==> config.mk <==
export PLATFORM = sky130hd
export DESIGN_NAME = serial_word_receiver
export DESIGN_NICKNAME = d
export VERILOG_FILES = /design/src/rtl/serial_word_pkg.sv /design/src/rtl/serial_word_shifter.sv /design/src/rtl/serial_word_receiver.sv
export SDC_FILE = /design/constraint.sdc
export NUM_CORES = 1
export LEC_CHECK = 0
export BUFFER_PORTS_ARGS = -buffer_cell sky130_fd_sc_hd__buf_2
export CAP_MARGIN = 25
export CORE_MARGIN = 2
export CORE_UTILIZATION = 57
export DETAILED_ROUTE_END_ITERATION = 7
export PLACE_DENSITY = 0.79
export SKIP_CTS_REPAIR_TIMING = 1
export SYNTH_ARGS = -nofsm -noshare
export SYNTH_HDL_FRONTEND = slang
export SYNTH_HIERARCHICAL = 1
export SYNTH_SLANG_ARGS = --single-unit
==> constraint.sdc <==
create_clock -name clock -period 3.25 [get_ports clock]
set_input_delay 0.1625 -clock clock [delete_from_list [all_inputs] [get_ports clock]]
set_output_delay 0.1625 -clock clock [all_outputs]
set_load 0.01 [all_outputs]
==> src/rtl/serial_word_pkg.sv <==
// Shared types and constants for the serial word receiver.
// State encoding, link bit-order names and the counter width helper.
package serial_word_pkg;

    typedef enum logic [1:0] {
        IDLE  = 2'd0,
        SHIFT = 2'd1,
        PAR   = 2'd2
    } state_t;

    localparam string DIR_LEFT  = "LEFT";
    localparam string DIR_RIGHT = "RIGHT";

    // Wide enough to hold the full word length, not just its last index.
    function automatic int count_width(input int width);
        return $clog2(width + 1);
    endfunction

endpackage

==> src/rtl/serial_word_shifter.sv <==
// Direction-parameterised serial-in shift register and bit counter.
// word_next is the value the register takes at the coming edge.
module serial_word_shifter
    import serial_word_pkg::*;
#(
    parameter int    SHIFT_WIDTH     = 8,
    parameter string SHIFT_DIRECTION = DIR_LEFT
) (
    input  logic                                  clock,
    input  logic                                  sclr,
    input  logic                                  load,
    input  logic                                  shift,
    input  logic                                  clear,
    input  logic                                  shiftin,
    output logic [SHIFT_WIDTH-1:0]                word_next,
    output logic [count_width(SHIFT_WIDTH)-1:0]   count
);

    localparam int CW = count_width(SHIFT_WIDTH);

    logic [SHIFT_WIDTH-1:0] shreg;
    logic [SHIFT_WIDTH-1:0] shifted;
    logic [SHIFT_WIDTH-1:0] loaded;

    // A fresh word starts from a cleared register so stale bits never leak in.
    generate
        if (SHIFT_DIRECTION == DIR_RIGHT) begin : g_right
            assign shifted = {shiftin, shreg[SHIFT_WIDTH-1:1]};
            assign loaded  = {shiftin, {(SHIFT_WIDTH-1){1'b0}}};
        end else begin : g_left
            assign shifted = {shreg[SHIFT_WIDTH-2:0], shiftin};
            assign loaded  = {{(SHIFT_WIDTH-1){1'b0}}, shiftin};
        end
    endgenerate

    // NOTE: default assignment first so every path drives word_next and no latch is inferred.
    always_comb begin
        word_next = shreg;
        if (load) begin
            word_next = loaded;
        end else if (shift) begin
            word_next = shifted;
        end
    end

    // NOTE: non-blocking assignments for all state so every register samples pre-edge values.
    always_ff @(posedge clock) begin
        if (sclr) begin
            shreg <= '0;
            count <= '0;
        end else begin
            shreg <= word_next;
            if (load) begin
                count <= CW'(1);
            end else if (clear) begin
                count <= '0;
            end else if (shift) begin
                count <= count + CW'(1);
            end
        end
    end

endmodule

==> src/rtl/serial_word_receiver.sv <==
// Serial-to-parallel word receiver with start-marker alignment and valid/ready output.
// Optional even-parity check: define SERIAL_WORD_RECEIVER_PARITY_CHECK_EN.
module serial_word_receiver
    import serial_word_pkg::*;
#(
    parameter int    SHIFT_WIDTH     = 8,
    parameter string SHIFT_DIRECTION = DIR_LEFT
) (
    input  logic                   clock,
    input  logic                   sclr,
    input  logic                   enable,
    input  logic                   sin_valid,
    input  logic                   sin_first,
    input  logic                   shiftin,
    output logic [SHIFT_WIDTH-1:0] q,
    output logic                   q_valid,
    input  logic                   q_ready,
    output logic                   q_perr,
    output logic                   overflow,
    output logic                   busy
);

    localparam int             CW         = count_width(SHIFT_WIDTH);
    localparam logic [CW-1:0]  LAST_COUNT = CW'(SHIFT_WIDTH - 1);

    state_t                 state;
    logic                   accept;
    logic                   start;
    logic                   shift_bit;
    logic                   last_bit;
    logic                   complete;
    logic                   word_perr;
    logic [SHIFT_WIDTH-1:0] word_next;
    logic [CW-1:0]          count;

    assign accept    = enable && sin_valid;
    assign start     = accept && sin_first;
    assign shift_bit = accept && !sin_first && (state == SHIFT);
    assign last_bit  = shift_bit && (count == LAST_COUNT);

`ifdef SERIAL_WORD_RECEIVER_PARITY_CHECK_EN
    // In PAR the register holds, so word_next is the finished data word.
    assign complete  = accept && !sin_first && (state == PAR);
    assign word_perr = (^word_next) ^ shiftin;
`else
    assign complete  = last_bit;
    assign word_perr = 1'b0;
`endif

    assign busy = (state != IDLE);

    serial_word_shifter #(
        .SHIFT_WIDTH     (SHIFT_WIDTH),
        .SHIFT_DIRECTION (SHIFT_DIRECTION)
    ) u_shifter (
        .clock     (clock),
        .sclr      (sclr),
        .load      (start),
        .shift     (shift_bit),
        .clear     (last_bit),
        .shiftin   (shiftin),
        .word_next (word_next),
        .count     (count)
    );

    always_ff @(posedge clock) begin
        if (sclr) begin
            state    <= IDLE;
            q        <= '0;
            q_valid  <= 1'b0;
            q_perr   <= 1'b0;
            overflow <= 1'b0;
        end else begin
            // NOTE: the later assignment wins, so a word landing on a handshake keeps q_valid high.
            if (q_valid && q_ready) begin
                q_valid <= 1'b0;
            end
            if (complete) begin
                if (!q_valid || q_ready) begin
                    q       <= word_next;
                    q_perr  <= word_perr;
                    q_valid <= 1'b1;
                end else begin
                    overflow <= 1'b1;
                end
            end

            if (start) begin
                state <= SHIFT;
            end else if (last_bit) begin
`ifdef SERIAL_WORD_RECEIVER_PARITY_CHECK_EN
                state <= PAR;
`else
                state <= IDLE;
`endif
            end else if (complete) begin
                state <= IDLE;
            end
        end
    end

endmodule

Word level (Yosys, flattened, before mapping) --
Index checks and enable logic that the tools add are counted.
Storage, ports and cells: bits in registers 23, input bits 7, output and inout port bits 12
Operators by class: add/subtract/negate cells 1, equality and inequality tests 1, mux-type cells 10, bitwise logic cells 1, reduce and logical (&&, ||, !) cells 14
Operators with widths (count):
- 2-to-1 mux 8 bit | 2
- 2-to-1 mux 1 bit | 8
- logical AND 1 bit | 6
- adder 4 x 1 -> 4 bit, second input constant | 1
- == test 4 x 3 -> 1 bit, second input constant | 1
- AND reduction 2 bit | 2
- nonzero test 3 bit | 1
- OR reduction 3 bit | 1
- logical NOT 1 bit | 2
- nonzero test 2 bit | 1
- logical OR 1 bit | 1
- inverter 1 bit | 1

Longest topological paths before layout --
Gate-level depths: netlist of run 1.
word-level depth 6, gate-level depth with buffers 8, gate-level depth less buffers 6

Modules after synthesis --
Netlist of run 1, hierarchy kept.
Modules (own cells, without submodules):
- serial_word_shifter | instances 1, cells an instance 56, area an instance 553.0 um^2, sequential area each 240.2 um^2
- serial_word_receiver | instances 1, cells an instance 55, area an instance 540.5 um^2, sequential area each 220.2 um^2

Worst setup path before layout of run 1 --
No wires, ideal clock.
kind register to register, start point reg state[0], end point reg q[1], library setup time 120 ps, arrival 1263 ps, path slack 1867 ps, stages on the path, launching flop included 9, cells stage by stage dfxtp_1 nand4b_4 inv_1 buf_6 buf_6 mux2i_1 nor2_1 nand2b_1 mux2i_1
On the way: longest elaborated chain between the ends 3, elaborated cells between the ends (all ways) 5, those cells by class mux (2); reduce/logical (3)
RTL lines:
- start, declared | line serial_word_receiver.sv:26 | state_t state;
- start signal, assigned | line serial_word_receiver.sv:68 | state <= IDLE;
- start signal, assigned | line serial_word_receiver.sv:89 | state <= SHIFT;
- start signal, assigned | line serial_word_receiver.sv:94 | state <= IDLE;
- logical AND 1 bit | line serial_word_receiver.sv:38 | assign shift_bit = accept && !sin_first && (state == SHIFT);
- net shift_bit | line serial_word_receiver.sv:29 | logic shift_bit;
- 2-to-1 mux 8 bit | line serial_word_shifter.sv:41 | end else if (shift) begin
- 2-to-1 mux 8 bit | line serial_word_shifter.sv:39 | if (load) begin
- net word_next[1] | line serial_word_receiver.sv:33 | logic [SHIFT_WIDTH-1:0] word_next;
- end signal, assigned | line serial_word_receiver.sv:80 | q <= word_next;
- end, declared | line serial_word_receiver.sv:15 | output logic [SHIFT_WIDTH-1:0] q,
The timed path passes the listed nets, and every way through them passes these cells. A chain may end at the register's enable or synchronous reset.

Worst setup path in the final report of run 1 --
start point reg state[0], end point reg q[5]
The elaborated chain is that of the path after synthesis.

==> impl_metrics.env, run 1 <==
export IMPL_max_cap_viol_count=0
export IMPL_place_hpwl_um=1230
export IMPL_finalMaxSlewViolations=0
export IMPL_syn_nets=119
export IMPL_vias_per_cell=5.29
export IMPL_insertion_delay_ns=0.30
export IMPL_drive_gt1_frac=0.236
export IMPL_cts_buffer_depth=2
export IMPL_power_leakage_uw=0.000485
export IMPL_cp_arrival_ns=1.89
export IMPL_synth_top_family_by_area="simple AND/OR/NAND/NOR gates"
export IMPL_grt_pass1_wl_um=2820
export IMPL_netlist_instances=111
export IMPL_timing_final_crit_share=0.532
export IMPL_setup_ws_ns=1.52
export IMPL_dpl_instance_area_um2=1150
export IMPL_synth_seq_cells=23
export IMPL_routed_wl_um=1760
export IMPL_ant_nets=0
export IMPL_tns_ns=0
export IMPL_setup_viol=0
export IMPL_synthArstFlopShare=0
export IMPL_fin_cells=148
export IMPL_worst_pin_slew_ns=0.856
export IMPL_post_drt_wl_per_cell_um=11.9
export IMPL_cts_made_buffers=3
export IMPL_yosysMostFrequentCell="dfxtp_1"
export IMPL_ff2ff_setup_slack_ns=1.52
export IMPL_synthMuxAreaShare=0.157
export IMPL_layout_min_cycle_time_ns=1.73
export IMPL_fp_dieArea_um2=2280
export IMPL_cts_sinks=23
export IMPL_syn_to_final_growth_pct=7.55
export IMPL_p_per_area_nw_per_um2=372
export IMPL_ir_drop_v=0.000267
export IMPL_placed_cells=144
export IMPL_yosys_area_share_simple=0.268
export IMPL_yosysTopAreaCell="dfxtp_1"
export IMPL_path_class="reg2reg"
export IMPL_max_freq_mhz=579
export IMPL_rows=15
export IMPL_hold_slack_ns=0.156
export IMPL_synth_cell_type_count=34
export IMPL_die_h_um=47.8
export IMPL_start_kind="flop"
export IMPL_ios=19
export IMPL_htreeDepth=1
export IMPL_clock_root_buffer="clkbuf_4"
export IMPL_hold_viol_final=0
export IMPL_grtUsageTotal=0.175
export IMPL_cp_max_fo=14
export IMPL_drt_iter0_markers=9
export IMPL_grt_max_degree=32
export IMPL_min_path_type="in2reg"
export IMPL_syn_area_um2=1090
export IMPL_relSlewSlack=0.427
export IMPL_synth_flop_cell="dfxtp_1"
export IMPL_finClkSkew_ns=0.00398
export IMPL_synthAdderAreaFrac=0.0114
export IMPL_place_ws_ns=1.56
export IMPL_outcome="finished clean"
export IMPL_final_nets=132
export IMPL_critPathBufInv=1
export IMPL_yosys_warnings=6
export IMPL_antenna_found_initial=0
export IMPL_firstDrtPassIters=4
export IMPL_cp_end_kind="flop"
export IMPL_antennaDiodeCount=0
export IMPL_via_count=783
export IMPL_synthTopCellsByArea="dfxtp_1, mux2i_1, nand2b_1, nor3_1, nor2_1"
export IMPL_path_clk_slew_ns=0.12
export IMPL_synthTopCellsByCount="dfxtp_1, nand2b_1, mux2i_1"
export IMPL_critical_path_top_delay_family="buffers and inverters"
export IMPL_cp_slowest_cell="inv_1"
export IMPL_rsz0062_at_grt="no"
export IMPL_cpPeakStageDelay_ns=0.46
export IMPL_syn_avg_cell_area_um2=9.85
export IMPL_path_cells="nand4b_4 -> inv_1 -> mux2i_1 -> nor2_1 -> nand2b_1 -> mux2i_1"
export IMPL_core_um2=1760
export IMPL_synth_edf_count=0
export IMPL_grt_pass1_vias=713
export IMPL_place_congestion=0.723
export IMPL_synth_compound_area_share=0.0629
export IMPL_fin_area_um2=1180
export IMPL_ys_seq_area_frac=0.421
export IMPL_initial_utilization=0.620
export IMPL_portBuffers=17
export IMPL_synthXorXnorAreaFrac=0.00801
export IMPL_drcViolationCount=0
export IMPL_die_x_um=47.8
export IMPL_synth_top_cell_area_share=0.421
export IMPL_crit_required_ns=3.42
export IMPL_tritoncts="done"
export IMPL_grt_overflow_total=0
export IMPL_cpMostUsedCell="mux2i_1"
layout make-up:
class / instances / area, um2
clock buffer: 4 / 26.3
fill: 173 / 588
inverter: 4 / 15.0
multi-input combinational: 75 / 558
sequential: 23 / 460
tap: 25 / 31.3
timing repair buffer: 17 / 85.1
report_power, final:
group          switching, uW  internal [uW]
Clock                   78.5           47.8
Combinational           14.4           10.9
Sequential              2.12            284
stage by stage:
stage                     power (uW)   util
after floorplan                  312      -
after global placement           317  0.652
after detailed placement         317  0.652
after CTS                        443  0.667
after global routing             457  0.667
final                            438  0.667
state kept, by name, summed over array words and instances (netlist names):
name and count:
u_shifter/count 4, u_shifter/shreg 8, q_valid 1, overflow 1
q 8, state 1
per-layer routing:
metal / wire, um / vias up / GRT usage
met1: 822 / 375 / 0.207
met4: 12 / 0 / 0.0811
met5: 0 / - / 0
met2: 873 / 11 / 0.309
li1: - / 395 / -
met3: 52 / 2 / 0.0226
final timing paths:
path / startpoint / end / depth (start not counted)
setup / recovery: state[0]$_SDFFE_PP0P_ / q[5]$_SDFFE_PP0P_ / 6
hold / removal: sin_first / state[0]$_SDFFE_PP0P_ / 3
setup reg to reg: state[0]$_SDFFE_PP0P_ / q[5]$_SDFFE_PP0P_ / 6
hold reg to reg: overflow$_SDFFE_PP0P_ / overflow$_SDFFE_PP0P_ / 2
placed cells by master (no fill, tap or decap), drive strengths merged:
cell type,count
nor3,8
nor3b,1
nand2b,17
nor2,9
nand4,1
a21bo,1
nor4,1
dfxtp,23
inv,4
xnor2,1
o21a,1
or3,1
nand4b,2
a211oi,1
ha,1
o22ai,1
clkbuf,4
mux2i,16
o21ai,2
nand3b,1
mux2,1
or2,1
nand3,1
nand2,1
nor4b,1
a21oi,3
buf,17
conb,1
or3b,1
worst min-delay path, cell delays in order:
cell	delay, ns
buf_2	0.11
nand3_1	0.09
a21oi_1	0.06
kinds of logic after synthesis:
family,after synthesis
AOI/OAI and AO/OA,9
xor gates and xnor gates,1
adders and majority gates,1
buffers and inverters,13
DFF,23
muxes,17
other,1
and+or+nand+nor,46
(Power assumes the default switching activity.)
==> run 2, diff against run 1 <==
--- a/config.mk
+++ b/config.mk
@@ -8,9 +8,9 @@
 export BUFFER_PORTS_ARGS = -buffer_cell sky130_fd_sc_hd__buf_2
 export CAP_MARGIN = 25
 export CORE_MARGIN = 2
-export CORE_UTILIZATION = 57
+export CORE_UTILIZATION = 53
 export DETAILED_ROUTE_END_ITERATION = 7
-export PLACE_DENSITY = 0.79
+export PLACE_DENSITY = 0.74
 export SKIP_CTS_REPAIR_TIMING = 1
 export SYNTH_ARGS = -nofsm -noshare
 export SYNTH_HDL_FRONTEND = slang
==> constraint.sdc (replaced) <==
create_clock -name clock -period 1.7 [get_ports clock]
set_input_delay 0.085 -clock clock [delete_from_list [all_inputs] [get_ports clock]]
set_output_delay 0.085 -clock clock [all_outputs]
set_load 0.01 [all_outputs]
==> impl_metrics.env, run 2 (synthesized netlist as in run 1, its figures left out) <==
export IMPL_cp_max_fo=14
export IMPL_place_ws_ns=0.256
export IMPL_placed_cells=149
export IMPL_drcViolationCount=0
export IMPL_drt_iter0_markers=12
export IMPL_critPathBufInv=2
export IMPL_cp_end_kind="flop"
export IMPL_layout_common_cells="dfxtp_1, nand2b_1, buf_2"
export IMPL_cts_sinks=23
export IMPL_via_count=803
export IMPL_cts_buffer_depth=2
export IMPL_rows=16
export IMPL_htreeDepth=1
export IMPL_critical_path_top_delay_family="simple AND/OR/NAND/NOR gates"
export IMPL_firstDrtPassIters=4
export IMPL_insertion_delay_ns=0.31
export IMPL_r2r_start="state[0]$_SDFFE_PP0P_"
export IMPL_tritoncts="done"
export IMPL_crit_cells=7
export IMPL_path_class="reg2reg"
export IMPL_outcome="finished clean"
export IMPL_reg2reg_depth=7
export IMPL_path_clk_slew_ns=0.12
export IMPL_grt_pass1_wl_um=3190
export IMPL_tns_ns=0
export IMPL_cts_made_buffers=3
export IMPL_antenna_found_initial=0
export IMPL_final_nets=135
export IMPL_core_um2=1960
export IMPL_hold_path_end="state[0]$_SDFFE_PP0P_"
export IMPL_final_util=0.612
export IMPL_cpPeakStageDelay_ns=0.41
export IMPL_hold_viol_final=0
export IMPL_finalMaxSlewViolations=0
export IMPL_r2r_end="q[0]$_SDFFE_PP0P_"
export IMPL_grtUsageTotal=0.166
export IMPL_final_common_cell="dfxtp_1"
export IMPL_path_cells="nand4b_4 -> inv_1 -> buf_4 -> or3b_4 -> nand2_1 -> nand2b_1 -> mux2i_1"
export IMPL_ff2ff_setup_slack_ns=0.25
export IMPL_min_path_type="in2reg"
export IMPL_grt_max_degree=32
export IMPL_start_kind="flop"
export IMPL_ios=19
export IMPL_antennaDiodeCount=0
export IMPL_max_freq_mhz=688
export IMPL_rsz0062_at_grt="no"
export IMPL_grt_overflow_total=0
export IMPL_max_cap_viol_count=0
export IMPL_cp_slowest_cell="or3b_4"
export IMPL_hp_start="sin_first"
export IMPL_timing_final_crit_share=0.855
export IMPL_vias_per_cell=5.25
export IMPL_crit_required_ns=1.95
export IMPL_setup_viol=0
export IMPL_layout_min_cycle_time_ns=1.45
export IMPL_setup_ws_ns=0.247
export IMPL_routed_wl_um=1850
export IMPL_place_hpwl_um=1340
export IMPL_cp_arrival_ns=1.70
export IMPL_drive_gt1_frac=0.254
export IMPL_fin_cells=153
export IMPL_die_x_um=49.4
export IMPL_power_leakage_uw=0.000502
export IMPL_place_congestion=0.749
export IMPL_reg_top3="q (8), u_shifter/shreg (8), u_shifter/count (4)"
export IMPL_die_h_um=49.4
export IMPL_ir_drop_v=0.000527
export IMPL_portBuffers=17
export IMPL_clock_root_buffer="clkbuf_4"
export IMPL_fp_dieArea_um2=2440
export IMPL_initial_utilization=0.557
export IMPL_grt_pass1_vias=757
export IMPL_syn_to_final_growth_pct=9.84
export IMPL_ant_nets=0
export IMPL_whs_path_depth=3
export IMPL_p_per_area_nw_per_um2=706
export IMPL_post_drt_wl_per_cell_um=12.1
export IMPL_finClkSkew_ns=0.00451
-- run 2: changes by cell type in the layout (fill, tap and decap cells not counted), sizes merged --
cell	change
buf	+3
-- run 2: where the power goes --
part           internal (uW)  switching [uW]  total (uW)
logic                   22.4            28.5        50.9
clock network           91.6             159         250
registers                543            4.27         547
-- run 2: metrics by stage --
stage	hold WS (ns)	power, uW	area (um2)
6_report	0.0940	848	1200
3_3_place_gp	0.393	608	1170
2_1_floorplan	0.256	597	1090
5_1_grt	0.108	883	1200
3_5_place_dp	0.427	610	1170
4_1_cts	0.0909	852	1200
-- run 2: how the worst max path moves through the flow --
stage	start	to
after floorplan	state[0]$_SDFFE_PP0P_	q[2]$_SDFFE_PP0P_
after global placement	state[0]$_SDFFE_PP0P_	q[0]$_SDFFE_PP0P_
after detailed placement	state[0]$_SDFFE_PP0P_	q[5]$_SDFFE_PP0P_
after CTS	state[0]$_SDFFE_PP0P_	q[5]$_SDFFE_PP0P_
after global routing	state[0]$_SDFFE_PP0P_	q[0]$_SDFFE_PP0P_
final	state[0]$_SDFFE_PP0P_	q[0]$_SDFFE_PP0P_
-- run 2: area by class of cell --
class,count,area (um2)
clock buffer,4,26.3
multi-input combinational,75,558
sequential,23,460
timing repair buffer,20,108
inverter,4,15.0
fill,187,761
tap,27,33.8
-- run 2: tightest hold or removal path, cell delays in order --
cell,delay (ns)
buf_2,0.11
nand3_1,0.10
a21oi_1,0.07
-- run 2: metal layers --
metal	routed length, um	global-route usage
met4	38	0.0833
met5	0	0
met3	76	0.0276
met1	845	0.196
met2	884	0.288
==> run 3, diff against run 2 <==
--- a/config.mk
+++ b/config.mk
@@ -7,7 +7,6 @@
 export LEC_CHECK = 0
 export BUFFER_PORTS_ARGS = -buffer_cell sky130_fd_sc_hd__buf_2
 export CAP_MARGIN = 25
-export CORE_MARGIN = 2
 export CORE_UTILIZATION = 53
 export DETAILED_ROUTE_END_ITERATION = 7
 export PLACE_DENSITY = 0.74
==> impl_metrics.env, run 3 (synthesized netlist as in run 1, its figures left out) <==
export IMPL_setup_ws_ns=0.141
export IMPL_syn_to_final_growth_pct=10.2
export IMPL_vias_per_cell=5.12
export IMPL_reg_top3="q (8), u_shifter/shreg (8), u_shifter/count (4)"
export IMPL_power_leakage_uw=0.000491
export IMPL_antenna_found_initial=0
export IMPL_grtUsageTotal=0.183
export IMPL_htreeDepth=1
export IMPL_routed_wl_um=1850
export IMPL_p_sw_uw=188
export IMPL_post_drt_wl_per_cell_um=12.1
export IMPL_start_kind="flop"
export IMPL_seq_power_share=0.647
export IMPL_fp_dieArea_um2=2250
export IMPL_final_common_cell="dfxtp_1"
export IMPL_drive_gt1_frac=0.262
export IMPL_path_cells="nand4b_4 -> clkinvlp_4 -> or3b_4 -> nand2_1 -> nand2b_1 -> mux2i_1"
export IMPL_ir_drop_v=0.000622
export IMPL_firstDrtPassIters=5
export IMPL_cts_buffer_depth=2
export IMPL_grt_pass1_vias=718
export IMPL_drcViolationCount=0
export IMPL_cts_sinks=23
export IMPL_path_clk_slew_ns=0.12
export IMPL_max_cap_viol_count=0
export IMPL_power_frac_comb=0.060
export IMPL_layout_min_cycle_time_ns=1.56
export IMPL_critical_path_top_delay_family="simple AND/OR/NAND/NOR gates"
export IMPL_place_ws_ns=0.142
export IMPL_finalMaxSlewViolations=0
export IMPL_cp_arrival_ns=1.80
export IMPL_grt_pass1_wl_um=2850
export IMPL_cpPeakStageDelay_ns=0.47
export IMPL_cts_made_buffers=3
export IMPL_cp_max_fo=11
export IMPL_setup_viol=0
export IMPL_initial_utilization=0.563
export IMPL_die_h_um=47.4
export IMPL_fillerInstances=196
export IMPL_whs_path_depth=3
export IMPL_outcome="finished clean"
export IMPL_tns_ns=0
export IMPL_antennaDiodeCount=0
export IMPL_critPathBufInv=1
export IMPL_die_x_um=47.4
export IMPL_drt_iter0_markers=3
export IMPL_hold_slack_ns=0.0733
export IMPL_crit_cells=6
export IMPL_path_class="reg2reg"
export IMPL_timing_final_crit_share=0.917
export IMPL_p_per_area_nw_per_um2=701
export IMPL_min_path_type="in2reg"
export IMPL_via_count=783
export IMPL_place_hpwl_um=1310
export IMPL_p_total_uw=845
export IMPL_ios=19
export IMPL_rows=16
export IMPL_swShare=0.223
export IMPL_final_nets=135
export IMPL_grt_overflow_total=0
export IMPL_core_um2=1940
export IMPL_clock_root_buffer="clkbuf_4"
export IMPL_crit_required_ns=1.95
export IMPL_power_internal_uw=656
export IMPL_grt_max_degree=32
export IMPL_reg2reg_depth=6
export IMPL_hold_viol_final=0
export IMPL_cp_end_kind="flop"
export IMPL_rsz0062_at_grt="no"
export IMPL_placed_cells=149
export IMPL_ant_nets=0
export IMPL_portBuffers=17
export IMPL_place_congestion=0.715
export IMPL_clkPwrFrac=0.293
export IMPL_insertion_delay_ns=0.30
export IMPL_tritoncts="done"
export IMPL_max_freq_mhz=642
export IMPL_layout_common_cells="dfxtp_1, nand2b_1, buf_2"
export IMPL_finClkSkew_ns=0.000868
export IMPL_fin_cells=153
export IMPL_cp_slowest_cell="or3b_4"
==> run 3: per-stage QoR <==
step           utilization  instance area (um2)
2_1_floorplan            -                 1090
3_3_place_gp         0.605                 1170
3_5_place_dp         0.605                 1170
4_1_cts              0.619                 1200
5_1_grt              0.620                 1200
6_report             0.620                 1200
==> run 3: worst paths after layout <==
path                         start                    end  slack, ns
max reg2reg  state[0]$_SDFFE_PP0P_      q[0]$_SDFFE_PP0P_       0.14
min                      sin_first  state[0]$_SDFFE_PP0P_       0.07
min reg2reg  overflow$_SDFFE_PP0P_  overflow$_SDFFE_PP0P_       0.45
max          state[0]$_SDFFE_PP0P_      q[0]$_SDFFE_PP0P_       0.14
==> run 3: final cells by class <==
type	instances	area, um2	area share
clock buffer	4	26.3	0.0218
inverter	4	18.8	0.0156
multi-input combinational	75	558	0.463
sequential	23	460	0.382
tap	27	33.8	0.0280
timing repair buffer	20	108	0.0893
==> run 3: worst register-to-register path: stages (launching register included) <==
cell	delay (ns)
dfxtp_1	0.36
nand4b_4	0.15
clkinvlp_4	0.26
or3b_4	0.48
nand2_1	0.08
nand2b_1	0.06
mux2i_1	0.12
==> run 3: metal layers <==
layer,wire length [um],vias to the layer above,GRT usage,part of all wire
met5,0,-,0,0
met4,45,0,0.120,0.024
met3,48,4,0.0226,0.026
met2,936,12,0.326,0.51
met1,817,364,0.204,0.44
li1,-,403,-,-
==> run 3: power by group through the flow <==
stage	logic, uW	registers [uW]	clock network (uW)
finish	50.3	547	248
global route	55.6	548	276
CTS	50.5	547	256
detailed placement	50.3	559	0
global placement	49.5	559	0
floorplan	37.8	559	0
